**config.mk**
```make
export PLATFORM = sky130hd
export DESIGN_NAME = dmem_port_arbiter
export DESIGN_NICKNAME = d
export VERILOG_FILES = /design/src/rtl/dmem_port_arbiter_pkg.sv /design/src/rtl/dmem_port_arbiter_lat_timer.sv /design/src/rtl/dmem_port_arbiter.sv
export SDC_FILE = /design/constraint.sdc
export NUM_CORES = 1
export LEC_CHECK = 0
export ABC_CLOCK_PERIOD_IN_PS = 6000
export CAP_MARGIN = 0
export CORE_ASPECT_RATIO = 1.25
export CORE_UTILIZATION = 35
export CTS_CLUSTER_DIAMETER = 200
export DETAILED_ROUTE_END_ITERATION = 16
export PLACE_DENSITY = 0.67
export SYNTH_ARGS = -nofsm -noshare
export SYNTH_HDL_FRONTEND = slang
export SYNTH_SLANG_ARGS = --single-unit
```
**constraint.sdc**
```tcl
create_clock -name clk -period 6 [get_ports clk]
set_input_delay 1.5 -clock clk [delete_from_list [all_inputs] [get_ports clk]]
set_output_delay 1.5 -clock clk [all_outputs]
set_load 0.005 [all_outputs]
```
**src/rtl/dmem_port_arbiter_pkg.sv**
```systemverilog
// dmem_port_arbiter_pkg: shared state codes and port ids for the data-memory port arbiter
package dmem_port_arbiter_pkg;
  typedef enum logic [1:0] {
    ST_IDLE = 2'd0,
    ST_CMD  = 2'd1,
    ST_WAIT = 2'd2,
    ST_RESP = 2'd3
  } state_t;
  localparam logic PORT_IF = 1'b0;
  localparam logic PORT_MA = 1'b1;
endpackage

```
**src/rtl/dmem_port_arbiter_lat_timer.sv**
```systemverilog
// dmem_port_arbiter_lat_timer: 3-bit loadable down-counter with zero flag timing the memory read latency
module dmem_port_arbiter_lat_timer (
  input  logic       clk,
  input  logic       rst,
  input  logic       load,
  input  logic [2:0] load_val,
  input  logic       dec,
  output logic       zero
);
  logic [2:0] cnt;
  // load on command issue, count down while waiting, stop at zero
  always_ff @(posedge clk)
    if (rst) cnt <= '0;
    else if (load) cnt <= load_val;
    else if (dec && cnt != 3'd0) cnt <= cnt - 3'd1;
  assign zero = cnt == 3'd0;
endmodule

```
**src/rtl/dmem_port_arbiter.sv**
```systemverilog
// dmem_port_arbiter: shares one single-port memory between IF and MA with MA priority and an IF starvation guard
module dmem_port_arbiter
  import dmem_port_arbiter_pkg::*;
#(
  parameter int ADDR_W     = 12,
  parameter int DATA_W     = 12,
  parameter int MEM_LAT    = 1,
  parameter int STARVE_MAX = 3
) (
  input  logic              clk,
  input  logic              rst,
  input  logic              if_req,
  input  logic [ADDR_W-1:0] if_addr,
  output logic              if_gnt,
  output logic              if_rvalid,
  output logic [DATA_W-1:0] if_rdata,
  input  logic              ma_req,
  input  logic              ma_we,
  input  logic [ADDR_W-1:0] ma_addr,
  input  logic [DATA_W-1:0] ma_wdata,
  output logic              ma_gnt,
  output logic              ma_rvalid,
  output logic [DATA_W-1:0] ma_rdata,
  output logic              mem_en,
  output logic              mem_we,
  output logic [ADDR_W-1:0] mem_addr,
  output logic [DATA_W-1:0] mem_wdata,
  input  logic [DATA_W-1:0] mem_rdata,
  output logic              busy
);
  if (MEM_LAT < 1 || MEM_LAT > 7) begin : g_bad_lat
    $error("dmem_port_arbiter: MEM_LAT=%0d outside 1..7", MEM_LAT);
  end
  if (STARVE_MAX < 1 || STARVE_MAX > 7) begin : g_bad_starve
    $error("dmem_port_arbiter: STARVE_MAX=%0d outside 1..7", STARVE_MAX);
  end

  localparam logic [2:0] SMAX = 3'(STARVE_MAX);
  localparam logic [2:0] LAT_LOAD = 3'(MEM_LAT - 1);

  state_t            state, state_nx;
  logic              port_q, we_q, lat_zero, arb, gnt_if_w, gnt_ma_w, any_gnt;
  logic [ADDR_W-1:0] addr_q;
  logic [DATA_W-1:0] wdata_q;
  logic [2:0]        starve_q;

  assign arb      = (state == ST_IDLE || state == ST_RESP) && !rst;
  assign gnt_if_w = arb && if_req && (!ma_req || starve_q == SMAX);
  assign gnt_ma_w = arb && ma_req && !gnt_if_w;
  assign any_gnt  = gnt_if_w || gnt_ma_w;

  dmem_port_arbiter_lat_timer u_lat (
    .clk      (clk),
    .rst      (rst),
    .load     (state == ST_CMD),
    .load_val (LAT_LOAD),
    .dec      (state == ST_WAIT),
    .zero     (lat_zero)
  );

  // next-state: one command cycle, reads wait out the latency then respond
  always_comb begin
    state_nx = state;
    unique case (state)
      ST_IDLE: state_nx = any_gnt ? ST_CMD : ST_IDLE;
      ST_CMD:  state_nx = we_q ? ST_IDLE : ST_WAIT;
      ST_WAIT: state_nx = lat_zero ? ST_RESP : ST_WAIT;
      ST_RESP: state_nx = any_gnt ? ST_CMD : ST_IDLE;
      default: state_nx = ST_IDLE;
    endcase
  end

  // state, latched command, starvation count and per-port read data
  always_ff @(posedge clk)
    if (rst) begin
      state    <= ST_IDLE;
      port_q   <= PORT_IF;
      we_q     <= 1'b0;
      addr_q   <= '0;
      wdata_q  <= '0;
      starve_q <= '0;
      if_rdata <= '0;
      ma_rdata <= '0;
    end else begin
      state <= state_nx;
      if (any_gnt) begin
        port_q  <= gnt_ma_w ? PORT_MA : PORT_IF;
        we_q    <= gnt_ma_w && ma_we;
        addr_q  <= gnt_ma_w ? ma_addr : if_addr;
        wdata_q <= gnt_ma_w ? ma_wdata : '0;
      end
      if (state == ST_WAIT && lat_zero && port_q == PORT_MA) ma_rdata <= mem_rdata;
      if (state == ST_WAIT && lat_zero && port_q == PORT_IF) if_rdata <= mem_rdata;
      starve_q <= (!if_req || gnt_if_w) ? 3'd0 : (gnt_ma_w && starve_q != SMAX) ? starve_q + 3'd1 : starve_q;
    end

  assign if_gnt    = gnt_if_w;
  assign ma_gnt    = gnt_ma_w;
  assign if_rvalid = state == ST_RESP && port_q == PORT_IF;
  assign ma_rvalid = state == ST_RESP && port_q == PORT_MA;
  assign mem_en    = state == ST_CMD;
  assign mem_we    = mem_en && we_q;
  assign mem_addr  = mem_en ? addr_q : '0;
  assign mem_wdata = mem_we ? wdata_q : '0;
  assign busy      = state != ST_IDLE;
endmodule

```
==> results of run 1 <==
==> power groups by stage <==
| stage | clock, mW | sequential (mW) | combinational (mW) |
|---|---|---|---|
| floorplan | 0 | 0.429 | 0.107 |
| detailed placement | 0 | 0.434 | 0.184 |
| global placement | 0 | 0.433 | 0.182 |
| CTS | 0.367 | 0.425 | 0.184 |
| global route | 0.384 | 0.428 | 0.202 |
| finish | 0.358 | 0.425 | 0.182 |
==> per-layer routing <==
layer | global-route usage | vias up
li1 | - | 1332
met1 | 0.2074 | 1191
met2 | 0.3103 | 96
met3 | 0.05138 | 11
met4 | 0.08516 | 0
met5 | 0 | -
==> stage by stage <==
stage | worst slack [ns] | hold WS [ns]
6_report | 0.9907 | 0.4491
3_5_place_dp | 1.020 | 0.4434
3_3_place_gp | 1.048 | 0.4426
5_1_grt | 0.8284 | 0.4704
2_1_floorplan | 2.186 | 0.4319
4_1_cts | 1.008 | 0.4516
==> flip-flops by register name, indices dropped and copies added, names as in the netlist <==
name / cells
addr_q: 12
u_lat.cnt: 3
starve_q: 3
if_rdata: 12
wdata_q: 12
ma_rdata: 12
port_q: 1
we_q: 1
state: 2
==> worst max-delay path, delay by kind of cell <==
family        cells  cell delay [ns]
buf+inv           2             0.91
simple gates      2             1.08
==> how the worst min path moves through the flow <==
stage / to / cells after the start / from / slack, ns
final: starve_q[2] / 2 / starve_q[2] / 0.45
after detailed placement: starve_q[2] / 2 / starve_q[2] / 0.44
after global placement: ma_rdata[11] / 2 / ma_rdata[11] / 0.44
after floorplan: starve_q[2] / 2 / starve_q[2] / 0.43
after global routing: ma_rdata[11] / 2 / ma_rdata[11] / 0.47
after CTS: starve_q[2] / 2 / starve_q[2] / 0.45
==> cell usage after synthesis, drive strengths merged <==
cell      n
nor2b     1
and4bb    1
nand4b    1
nand3b    1
a21o      1
nand4bb   1
nand2    54
a311oi   13
and4b     1
or3b      1
and2     14
a21oi    56
nor2      6
or3       2
mux2i     2
nand2b    3
nand3    26
a211o     1
and3     13
o21ai    26
buf      13
or2       3
inv       9
dfxtp    58
a211oi    1
ha        8
clkbuf   15
==> cells in the final DEF, fill, tap and decap left out <==
cell type and count:
dfxtp_1 58, nand4b_1 1, nand3b_1 1, clkbuf_8 11, nor2_1 6, buf_4 2, and3_1 13, inv_1 9
a211oi_4 1, bufinv_16 1, mux2i_1 2, a21o_1 1, or3b_2 1, o21ai_0 26, a21oi_1 56, nand2b_1 3
buf_2 1, clkbuf_1 3, or3_1 2, and4bb_2 1, nand2_1 54, and2_1 14, clkdlybuf4s50_1 106, or2_2 3
nor2b_1 1, nand4bb_1 1, a311oi_1 13, a211o_1 1, nand3_1 26, ha_1 8, and4b_1 1, clkinv_2 1
==> cells by family (layout without fill, tap and decap cells) <==
| logic type | count (synthesis) | count (layout) | synth area share |
|---|---|---|---|
| buf+inv | 37 | 134 | 0.06241 |
| flops | 58 | 58 | 0.4388 |
| fa+ha+maj | 8 | 8 | 0.03783 |
| simple gates | 128 | 128 | 0.2416 |
| mux | 2 | 2 | 0.007565 |
| compound gates | 98 | 98 | 0.2118 |
==> cell type report <==
type                       instances  area, um2
clock buffer                      14      162.7
clock inverter                     2      35.03
fill                             733       3448
inverter                           9      33.78
multi-input combinational        236       1320
sequential                        58       1161
tap                               92      115.1
timing repair buffer             109       1081
==> flow_summary_export.csv, run 1 <==
group,metric,value,unit
timing,min_period,5.009,ns
timing,hold_violations,0,
die,num_rows,35,
worst_setup_path,worstSetupPathType,"primary input to primary output",
final_layout,drive_gt1_frac,0.05140,
cts,ctsHtreeMaxLevel,3,
synthesis,yosys_warnings,0,
route,m1WireLength,2976,um
synthesis,ys_types,29,
route,drc_errors,0,
cts,cts_hold_buffers,0,
worst_setup_path,reg2reg_depth,5,
timing,rsz0062_at_grt,"no",
route,highest_layer,"met4",
place,postPlaceCellArea,0.003711,mm2
worst_setup_path,critPathRequiredTime,4.50,ns
synthesis,yosysSeqAreaShare,0.4388,
die,initial_utilization,0.3597,
route,vias_per_cell,5.058,
die,die-area,0.007915,mm2
route,wirelength,6865,um
power_and_ir_drop,peakVddDrop,184.1,uV
die,fp.dieH,99.22,um
worst_setup_path,reg2reg_to,"addr_q[1]",
timing,setup_viol,0,
timing,period_share,0.8349,
worst_setup_path,critPathArrivalTime,3.51,ns
global_routing,antenna_found_initial,0,
power_and_ir_drop,switching_share,0.2593,
route,route.met2.wl,3173,um
synthesis,syn-cell-area,0.002646,mm2
place,dp_cells,504,
final_layout,postLayoutCellArea,0.003909,mm2
power_and_ir_drop,power_density,246.9,mW/mm2
power_and_ir_drop,intPower,0.7148,mW
cts,cts_resized,0,
power_and_ir_drop,switchingPower,0.2503,mW
global_routing,grt_pass1_wl,11400,um
cts,cts_tree,"done",
final_layout,fin_cells,520,
min_path,worst_hold_path_type,"register to register",
synthesis,synth_nets,392,
route,ant_nets,0,
route,drt-pass1-iter-count,4,
power_and_ir_drop,power_frac_comb,0.188,
synthesis,yosys_register_bits,58,
synthesis,syn_inst,331,
power_and_ir_drop,power_frac_clock,0.371,
timing,drv_slew,0,
worst_setup_path,crit_end,"if_gnt",
worst_setup_path,start_kind,"primary input",
final_layout,fin_util,0.5313,
global_routing,grt_pass1_vias,2567,
worst_setup_path,path_cells,"buf_2 -> nor2_1 -> and3_1 -> clkdlybuf4s50_1",
synthesis,avgSynthCellArea,7.995,um2
worst_setup_path,cpMaxStageDelayCell,"nor2_1",
route,wl_met3,585,um
timing,tightest_slew,1.015,ns
worst_setup_path,slowest_delay,0.79,ns
final_layout,syn_to_final_growth,47.71,%
global_routing,track_usage,0.1820,
global_routing,grt-ovfl-total,0,
place,dp_hpwl,4870,um
route,drt-initial-drc-count,79,
worst_setup_path,rrSetupSlack,3.69,ns
power_and_ir_drop,fin_total_pwr,0.9651,mW
place,place_congestion,0.7781,
run,drv_cap,0,
cts,clk_latency,0.33,ns
die,core,0.007357,mm2
cts,cts_setup_buffers,0,
synthesis,synth_top_area_share,0.4388,
cts,cts.sinks,58,
outcome,status,"completed",
cts,path_clk_slew,0.06,ns
synthesis,synth.area.top_cells,"dfxtp_1, a21oi_1, nand2_1",
die,io_pins,108,
final_layout,n_antenna_cell,0,
timing,tns,0,ns
synthesis,yosysTopAreaCell,"dfxtp_1",
worst_setup_path,r2r_start,"state[0]",
worst_setup_path,critPathMaxFanout,57,
power_and_ir_drop,p_leak,1.414,nW
cts,cts_buffer_depth,2,
place,numPortBuffers,107,
worst_setup_path,cp-startpoint,"rst",
power_and_ir_drop,p_seq_frac,0.441,
global_routing,grt_start_max_net_pins,58,
timing,slew_headroom,0.3233,
route,wl_per_cell,13.20,um
route,vias,2630,
timing,fmax,0.1996,GHz
worst_setup_path,cp-end-kind,"primary output",
timing,finClkSkew,0.005015,ns
die,die_w,79.78,um
cts,root_buffer,"clkbuf_8",
cts,numCtsBuffers,9,
final_layout,fin_nets,484,
No activity file was read; power rests on OpenSTA's default activity.
==> run 2, diff against run 1 <==
Settings changed: ABC_CLOCK_PERIOD_IN_PS 6000 to 4900.
Clock period 6 ns to 4.9 ns, I/O delays scaled along.
==> run 2 against run 1 <==
Net effect:
- via count up 1.4%
- worst hold slack better by 0.0070 ns
- non-clock buffer count is 2 higher
- critical path depth up 1
- global-route usage rose by 0.90 points
- cell count grew 0.38%
- die area did not move
- setup slack got worse by 0.081 ns
- critical path type unchanged
- clock power increased by 37%
- routed wire length up 6.1%
- clock skew rose by 0.0060 ns
- sequential share of layout area decreased by 0.33 points
==> flow_summary_export.csv, run 2 (same netlist as run 1, synthesis figures left out) <==
group,metric,value,unit
outcome,status,"completed",
timing,rsz0062_at_grt,"no",
timing,period_share,0.8144,
global_routing,grt_pass1_wl,11810,um
cts,cts.sinks,58,
timing,tightest_slew,0.9275,ns
route,m1WireLength,3092,um
timing,slew_headroom,0.3794,
min_path,worst_hold_path_type,"register to register",
place,postPlaceCellArea,0.003726,mm2
timing,fmax,0.2506,GHz
route,drc_errors,0,
timing,hold_violations,0,
place,numPortBuffers,107,
route,vias,2667,
cts,root_buffer,"clkbuf_8",
die,die-area,0.007915,mm2
power_and_ir_drop,power_frac_clock,0.397,
cts,cts_resized,0,
final_layout,layout_commonest_cell,"clkdlybuf4s50_1",
timing,setup_viol,0,
final_layout,final_cell_mix,"clkdlybuf4s50_1, dfxtp_1, a21oi_1, nand2_1",
route,wl_per_cell,13.96,um
cts,cts_tree,"done",
power_and_ir_drop,p_seq_frac,0.419,
final_layout,n_antenna_cell,0,
die,initial_utilization,0.3597,
power_and_ir_drop,power_frac_comb,0.184,
cts,cts_setup_buffers,0,
min_path,min_path_cells,2,
cts,cts_buffer_depth,2,
worst_setup_path,critPathMaxFanout,25,
route,drt-initial-drc-count,83,
power_and_ir_drop,power_density,313.8,mW/mm2
route,ant_nets,0,
worst_setup_path,critPathRequiredTime,3.67,ns
route,vias_per_cell,5.109,
final_layout,syn_to_final_growth,49.36,%
route,highest_layer,"met4",
final_layout,fin_nets,486,
die,die_w,79.78,um
worst_setup_path,reg2reg_depth,5,
timing,finClkSkew,0.01100,ns
die,fp.dieH,99.22,um
route,wirelength,7287,um
timing,tns,0,ns
route,drt-pass1-iter-count,4,
power_and_ir_drop,switchingPower,0.3358,mW
cts,path_clk_slew,0.06,ns
final_layout,postLayoutCellArea,0.003953,mm2
route,route.met2.wl,3366,um
global_routing,grt_pass1_vias,2592,
die,num_rows,35,
power_and_ir_drop,p_leak,1.433,nW
power_and_ir_drop,peakVddDrop,139.3,uV
cts,ctsHtreeMaxLevel,3,
cts,clk_latency,0.34,ns
global_routing,track_usage,0.1910,
worst_setup_path,critPathArrivalTime,2.77,ns
timing,min_period,3.990,ns
worst_setup_path,worstSetupPathType,"primary input to primary output",
timing,drv_slew,0,
route,wl_met3,686,um
global_routing,antenna_found_initial,0,
cts,cts_hold_buffers,0,
place,dp_hpwl,5159,um
final_layout,drive_gt1_frac,0.06279,
die,core,0.007357,mm2
global_routing,grt-ovfl-total,0,
cts,numCtsBuffers,9,
power_and_ir_drop,switching_share,0.2707,
global_routing,grt_start_max_net_pins,37,
worst_setup_path,start_kind,"primary input",
place,place_congestion,0.7739,
run,drv_cap,0,
power_and_ir_drop,intPower,0.9047,mW
worst_setup_path,cp-end-kind,"primary output",
die,io_pins,108,
run 2: changes by cell type in the layout (fill, tap and decap cells not counted), moves of 2 or more:
cell,delta
clkbuf_8,-2
clkinv_4,+3
buf_4,+2
clkbuf_1,-3
run 2: worst paths after layout:
| kind | start | end | slack [ns] |
|---|---|---|---|
| hold / removal | if_rdata[1] | if_rdata[1] | 0.46 |
| hold reg to reg | if_rdata[1] | if_rdata[1] | 0.46 |
| setup reg to reg | state[0] | addr_q[0] | 2.54 |
| setup / recovery | ma_req | ma_gnt | 0.91 |
run 2: power groups by stage:
stage / clock network [mW] / registers, mW / logic [mW]
4_1_cts: 0.506 / 0.520 / 0.230
3_3_place_gp: 0 / 0.529 / 0.227
6_report: 0.492 / 0.520 / 0.228
2_1_floorplan: 0 / 0.526 / 0.131
5_1_grt: 0.530 / 0.524 / 0.253
3_5_place_dp: 0 / 0.530 / 0.230
run 2: metrics by stage:
step	total power, mW	hold WS (ns)	instances	utilization	setup slack [ns]
finish	1.241	0.4561	522	0.5372	0.9096
floorplan	0.6570	0.4319	331	-	1.636
global placement	0.7558	0.4420	506	0.5065	0.9283
CTS	1.256	0.4574	522	0.5372	0.9083
detailed placement	0.7600	0.4466	506	0.5065	0.9090
global route	1.306	0.4720	522	0.5372	0.8190
run 2: area by class of cell:
class / instances / area (um2)
Clock buffer: 9 / 123.9
Clock inverter: 7 / 102.6
Fill cell: 716 / 3405
Inverter: 9 / 33.78
Multi-Input combinational cell: 236 / 1320
Sequential cell: 58 / 1161
Tap cell: 92 / 115.1
Timing Repair Buffer: 111 / 1096
run 2: routing by layer:
| layer | up-vias | global-route usage |
|---|---|---|
| met4 | 0 | 0.09066 |
| li1 | 1337 | - |
| met1 | 1208 | 0.2179 |
| met5 | - | 0 |
| met3 | 14 | 0.06422 |
| met2 | 108 | 0.3176 |
run 2: critical path: stages:
cell and delay, ns:
clkdlybuf4s50_1 0.55, buf_4 0.30, nand2_1 0.13, inv_1 0.07, clkdlybuf4s50_1 0.49
==> run 3, diff against run 2 <==
Settings changed: ABC_CLOCK_PERIOD_IN_PS 4900 to 3370, PLACE_DENSITY 0.67 to 0.7.
Clock period 4.9 ns to 3.37 ns, I/O delays scaled along.
==> run 3 against run 2 <==
Net effect:
- via count is 1.8% lower
- sequential cell count stayed put
- sequential power increased by 45%
- non-clock buffer count unchanged
- register-to-register slack worse by 1.5 ns
- combinational power up 45%
- sequential share of layout area hardly changed
- power is 48% higher
- critical path depth is the same
- clock power increased by 52%
- core utilization is 0.085 points higher
- setup slack worse by 0.72 ns
- highest routed layer unchanged
==> flow_summary_export.csv, run 3 (same netlist as run 1, synthesis figures left out) <==
group,metric,value,unit
route,wl_met3,679,um
global_routing,track_usage,0.1886,
final_layout,n_antenna_cell,0,
worst_setup_path,reg2reg_depth,5,
timing,hold_violations,0,
power_and_ir_drop,p_leak,1.443,nW
timing,finClkSkew,0.006975,ns
worst_setup_path,crit_family,"buffers and inverters",
die,fp.dieH,99.22,um
route,route.met2.wl,3477,um
die,core,0.007357,mm2
route,vias,2620,
cts,cts_setup_buffers,0,
worst_setup_path,cp-end-kind,"primary output",
route,drc_errors,0,
worst_setup_path,cpMaxStageDelayCell,"clkdlybuf4s50_1",
cts,root_buffer,"clkbuf_8",
route,highest_layer,"met4",
final_layout,final_cell_mix,"clkdlybuf4s50_1, dfxtp_1, a21oi_1, nand2_1",
die,die-area,0.007915,mm2
timing,slew_headroom,0.4141,
place,place_congestion,0.7097,
worst_setup_path,start_kind,"primary input",
final_layout,layout_commonest_cell,"clkdlybuf4s50_1",
worst_setup_path,path_cells,"clkdlybuf4s50_1 -> a211oi_4 -> nand2_1 -> inv_1 -> clkdlybuf4s50_1",
worst_setup_path,critPathRequiredTime,2.53,ns
worst_setup_path,critPathMaxFanout,6,
timing,fmax,0.3148,GHz
route,drt-pass1-iter-count,4,
final_layout,fin_nets,486,
worst_setup_path,path_buf_inv,3,
die,initial_utilization,0.3597,
worst_setup_path,slowest_delay,0.54,ns
global_routing,grt_start_max_net_pins,54,
global_routing,antenna_found_initial,0,
cts,cts_buffer_depth,2,
cts,cts_hold_buffers,0,
worst_setup_path,critPathArrivalTime,2.33,ns
route,vias_per_cell,5.019,
power_and_ir_drop,power_density,463.7,mW/mm2
place,numPortBuffers,107,
die,io_pins,108,
timing,tightest_slew,0.8756,ns
cts,clk_latency,0.33,ns
timing,setup_viol,0,
global_routing,grt_pass1_vias,2546,
cts,cts_resized,0,
route,m1WireLength,2987,um
final_layout,drive_gt1_frac,0.06047,
place,dp_hpwl,5184,um
cts,path_clk_slew,0.06,ns
cts,ctsHtreeMaxLevel,3,
timing,tns,0,ns
cts,numCtsBuffers,9,
route,wirelength,7227,um
final_layout,syn_to_final_growth,49.60,%
power_and_ir_drop,peakVddDrop,279.7,uV
final_layout,fin_util,0.5381,
die,num_rows,35,
worst_setup_path,cpMostUsedCell,"clkdlybuf4s50_1",
die,die_w,79.78,um
global_routing,grt_pass1_wl,11650,um
outcome,status,"completed",
cts,cts.sinks,58,
cts,cts_tree,"done",
min_path,min_path_cells,2,
run,drv_cap,0,
min_path,worst_hold_path_type,"register to register",
timing,drv_slew,0,
route,wl_per_cell,13.84,um
timing,period_share,0.9427,
timing,min_period,3.177,ns
worst_setup_path,cp_num_cells,5,
route,drt-initial-drc-count,99,
timing,rsz0062_at_grt,"no",
route,ant_nets,0,
global_routing,grt-ovfl-total,0,
worst_setup_path,worstSetupPathType,"primary input to primary output",
-- run 3: cell count changes in the layout (fill, tap and decap cells not counted) --
cell        before  now
clkinv_4         3    0
clkinvlp_4       1    0
bufinv_16        2    3
inv_6            1    0
clkbuf_1         0    1
clkinv_2         0    3
-- run 3: path summary, 6_finish.rpt --
kind	end	from	slack, ns
setup / recovery	ma_gnt	if_req	0.19
hold / removal	ma_rdata[11]	ma_rdata[11]	0.46
setup reg to reg	addr_q[10]	state[0]	1.06
hold reg to reg	ma_rdata[11]	ma_rdata[11]	0.46
-- run 3: through the flow --
stage	setup WS, ns	cell area (um2)	hold WS (ns)	cells	total power, mW
2_1_floorplan	0.8712	2646	0.4319	331	0.9553
3_3_place_gp	0.2500	3726	0.4424	506	1.099
3_5_place_dp	0.2154	3726	0.4485	506	1.104
4_1_cts	0.2050	3959	0.4576	522	1.858
5_1_grt	0.1098	3959	0.4774	522	1.929
6_report	0.1931	3959	0.4556	522	1.836
-- run 3: layer usage --
layer | vias to the layer above | global-route usage
met4 | 0 | 0.07005
li1 | 1332 | -
met2 | 99 | 0.3241
met3 | 8 | 0.07339
met1 | 1181 | 0.2080
met5 | - | 0
-- run 3: power breakdown --
group          leakage [nW]  internal [mW]  switching (mW)  total, mW
Sequential            0.472          0.731          0.0250      0.756
Combinational         0.851          0.163           0.168      0.331
Clock                 0.120          0.487           0.261      0.749
-- run 3: area by class of cell --
class / count / area (um2)
multi-input combinational: 236 / 1320
fill: 709 / 3398
clock buffer: 10 / 127.6
sequential: 58 / 1161
inverter: 9 / 33.78
clock inverter: 6 / 105.1
timing repair buffer: 111 / 1096
tap: 92 / 115.1
-- run 3: tightest hold or removal path, cell delays in order, from the launching register on --
cell and delay, ns:
dfxtp_1 0.31, nand2_1 0.05, a21oi_1 0.05
==> variant (config.mk and constraints of run 2) <==
Encoding of `state_t`: now one-hot (4 bits for 4 states).
--- a/src/rtl/dmem_port_arbiter_pkg.sv
+++ b/src/rtl/dmem_port_arbiter_pkg.sv
@@ -1,10 +1,10 @@
 // dmem_port_arbiter_pkg: shared state codes and port ids for the data-memory port arbiter
 package dmem_port_arbiter_pkg;
-  typedef enum logic [1:0] {
-    ST_IDLE = 2'd0,
-    ST_CMD  = 2'd1,
-    ST_WAIT = 2'd2,
-    ST_RESP = 2'd3
+  typedef enum logic [3:0] {
+    ST_IDLE = 4'b0001,
+    ST_CMD  = 4'b0010,
+    ST_WAIT = 4'b0100,
+    ST_RESP = 4'b1000
   } state_t;
   localparam logic PORT_IF = 1'b0;
   localparam logic PORT_MA = 1'b1;
Check against the original RTL: same outputs for any inputs over 10 cycles, from zero or initial values and one cycle with rst high; not proved beyond that.
==> variant against run 2 <==
Count of clock-buffer cells in the layout is the same. Sequential share of layout area increased by 0.48 points. Wire length fell by 1.4%. Cell area increased by 1.8%. Area after synthesis up 2.7%. Worst hold slack improved by 3.5 ps. Sequential cell count is 2 higher. Total power is 12% lower. Setup slack worse by 120 ps.
==> variant: results (changes against run 2) <==
Place
  – Dpl cell area: 3831 µm² (+2.8%)
  – DP HPWL: 4956 µm (-3.9%)
  – Final GP Congestion: 0.7777 (+0.49%)

Layout
  – Fraction of layout instances using a drive strength above 1: 8.629% (+2.4 points)
  – Area added between synthesis and finish: 47.95%
  – Final #Nets: 446 (-8.2%)
  – Filler cell count: 684 (-4.5%)

Pwr
  – LEAKAGE: 1.526 nW (+6.5%)
  – Worst vdd ir: 0.1515 mV (+8.7%)

Critical path
  – Worst Path Max Fanout: 5 (-80%)
  – WP data arrival: 2880 ps (+110 ps)

Synth
  – Syn_nets: 351 (-10%)
  – Unique masters post-synth: 42 (+45%)
  – Seq/Total Area, Yosys: 44.18% (+0.30 points)
  – Top post-synthesis cells by area: dfxtp_1 (44%), nand2_1 (5.1%), a32o_1 (4.8%)
  – Post-synthesis area per instance: 9.248 µm² (+16%)

Drt
  – Metal2 WL: 3419 µm (+1.6%)
  – Routed len/inst: 14.79 µm (+5.9%)
  – Metal3 WL: 498 µm (-27%)
  – M1 WL: 3151 µm (+1.9%)

Clock network
  – Worst-Skew Late Latency: 330 ps

Timing
  – Slew @ Worst Pin: 1124 ps (+196.1 ps)
  – Clk_skew: 3.298 ps (-7.702 ps)

GRT
  – Vias in the first global route: 2515 (-3.0%)
  – First-pass GRT wire length: 11490 µm (-2.7%)
  – Largest net degree at the start of global routing: 31 (-16%)
  – Total GRT Usage: 18.18% (-0.91 points)

Run status
  – Status: complete, no violations
## variant: worst reg2reg max path, stage by stage, from the launching register on
cell,delay [ps]
dfxtp_1,520
xor2_1,910
nand3_1,770
inv_1,590
a311oi_1,170
## variant: metal layers
layer | up-vias | GRT usage, %
met5 | - | 0
met4 | 0 | 8.791
met3 | 11 | 3.891
met2 | 111 | 29.73
met1 | 1232 | 22.35
li1 | 1278 | -
## variant: kinds of logic after synthesis
logic type | share of synthesized area [%]
muxes | 4.418
adders and majority gates | 1.841
DFF | 44.18
AOI/OAI and AO/OA | 19.19
buffers and inverters | 5.936
and+or+nand+nor | 23.79
xor gates and xnor gates | 0.6444
## variant: cell type report
class / count / area share, %
clock buffers: 9 / 3.079
clock inverters: 7 / 1.680
inverters: 7 / 0.6532
multi-input cells: 198 / 34.12
flip-flops and latches: 60 / 29.86
well taps: 92 / 2.862
repair buffers: 113 / 27.74
## variant: worst paths after layout
check / slack, ps / start / cells after the start / endpoint
setup / recovery: 790 / rst / 4 / if_gnt
hold / removal: 460 / ma_rdata[10]$_SDFFE_PP0P_ / 2 / ma_rdata[10]$_SDFFE_PP0P_
setup reg to reg: 1790 / state[0]$_SDFF_PP1_ / 4 / addr_q[1]$_SDFFE_PP0P_
hold reg to reg: 460 / ma_rdata[10]$_SDFFE_PP0P_ / 2 / ma_rdata[10]$_SDFFE_PP0P_
## variant: through the flow
stage               std cells  hold WS [ps]  worst slack, ps
global route              486         488.9            723.3
finish                    486         459.6            793.0
global placement          470         443.6            757.8
CTS                       486         460.5            762.3
floorplan                 294         446.3             1414
detailed placement        470         450.7            765.9
## variant: where the power goes
group | switching (mW) | internal, mW | total [mW]
Combinational | 0.0604 | 0.0746 | 0.135
Clock | 0.194 | 0.232 | 0.426
Sequential | 0.0194 | 0.509 | 0.529
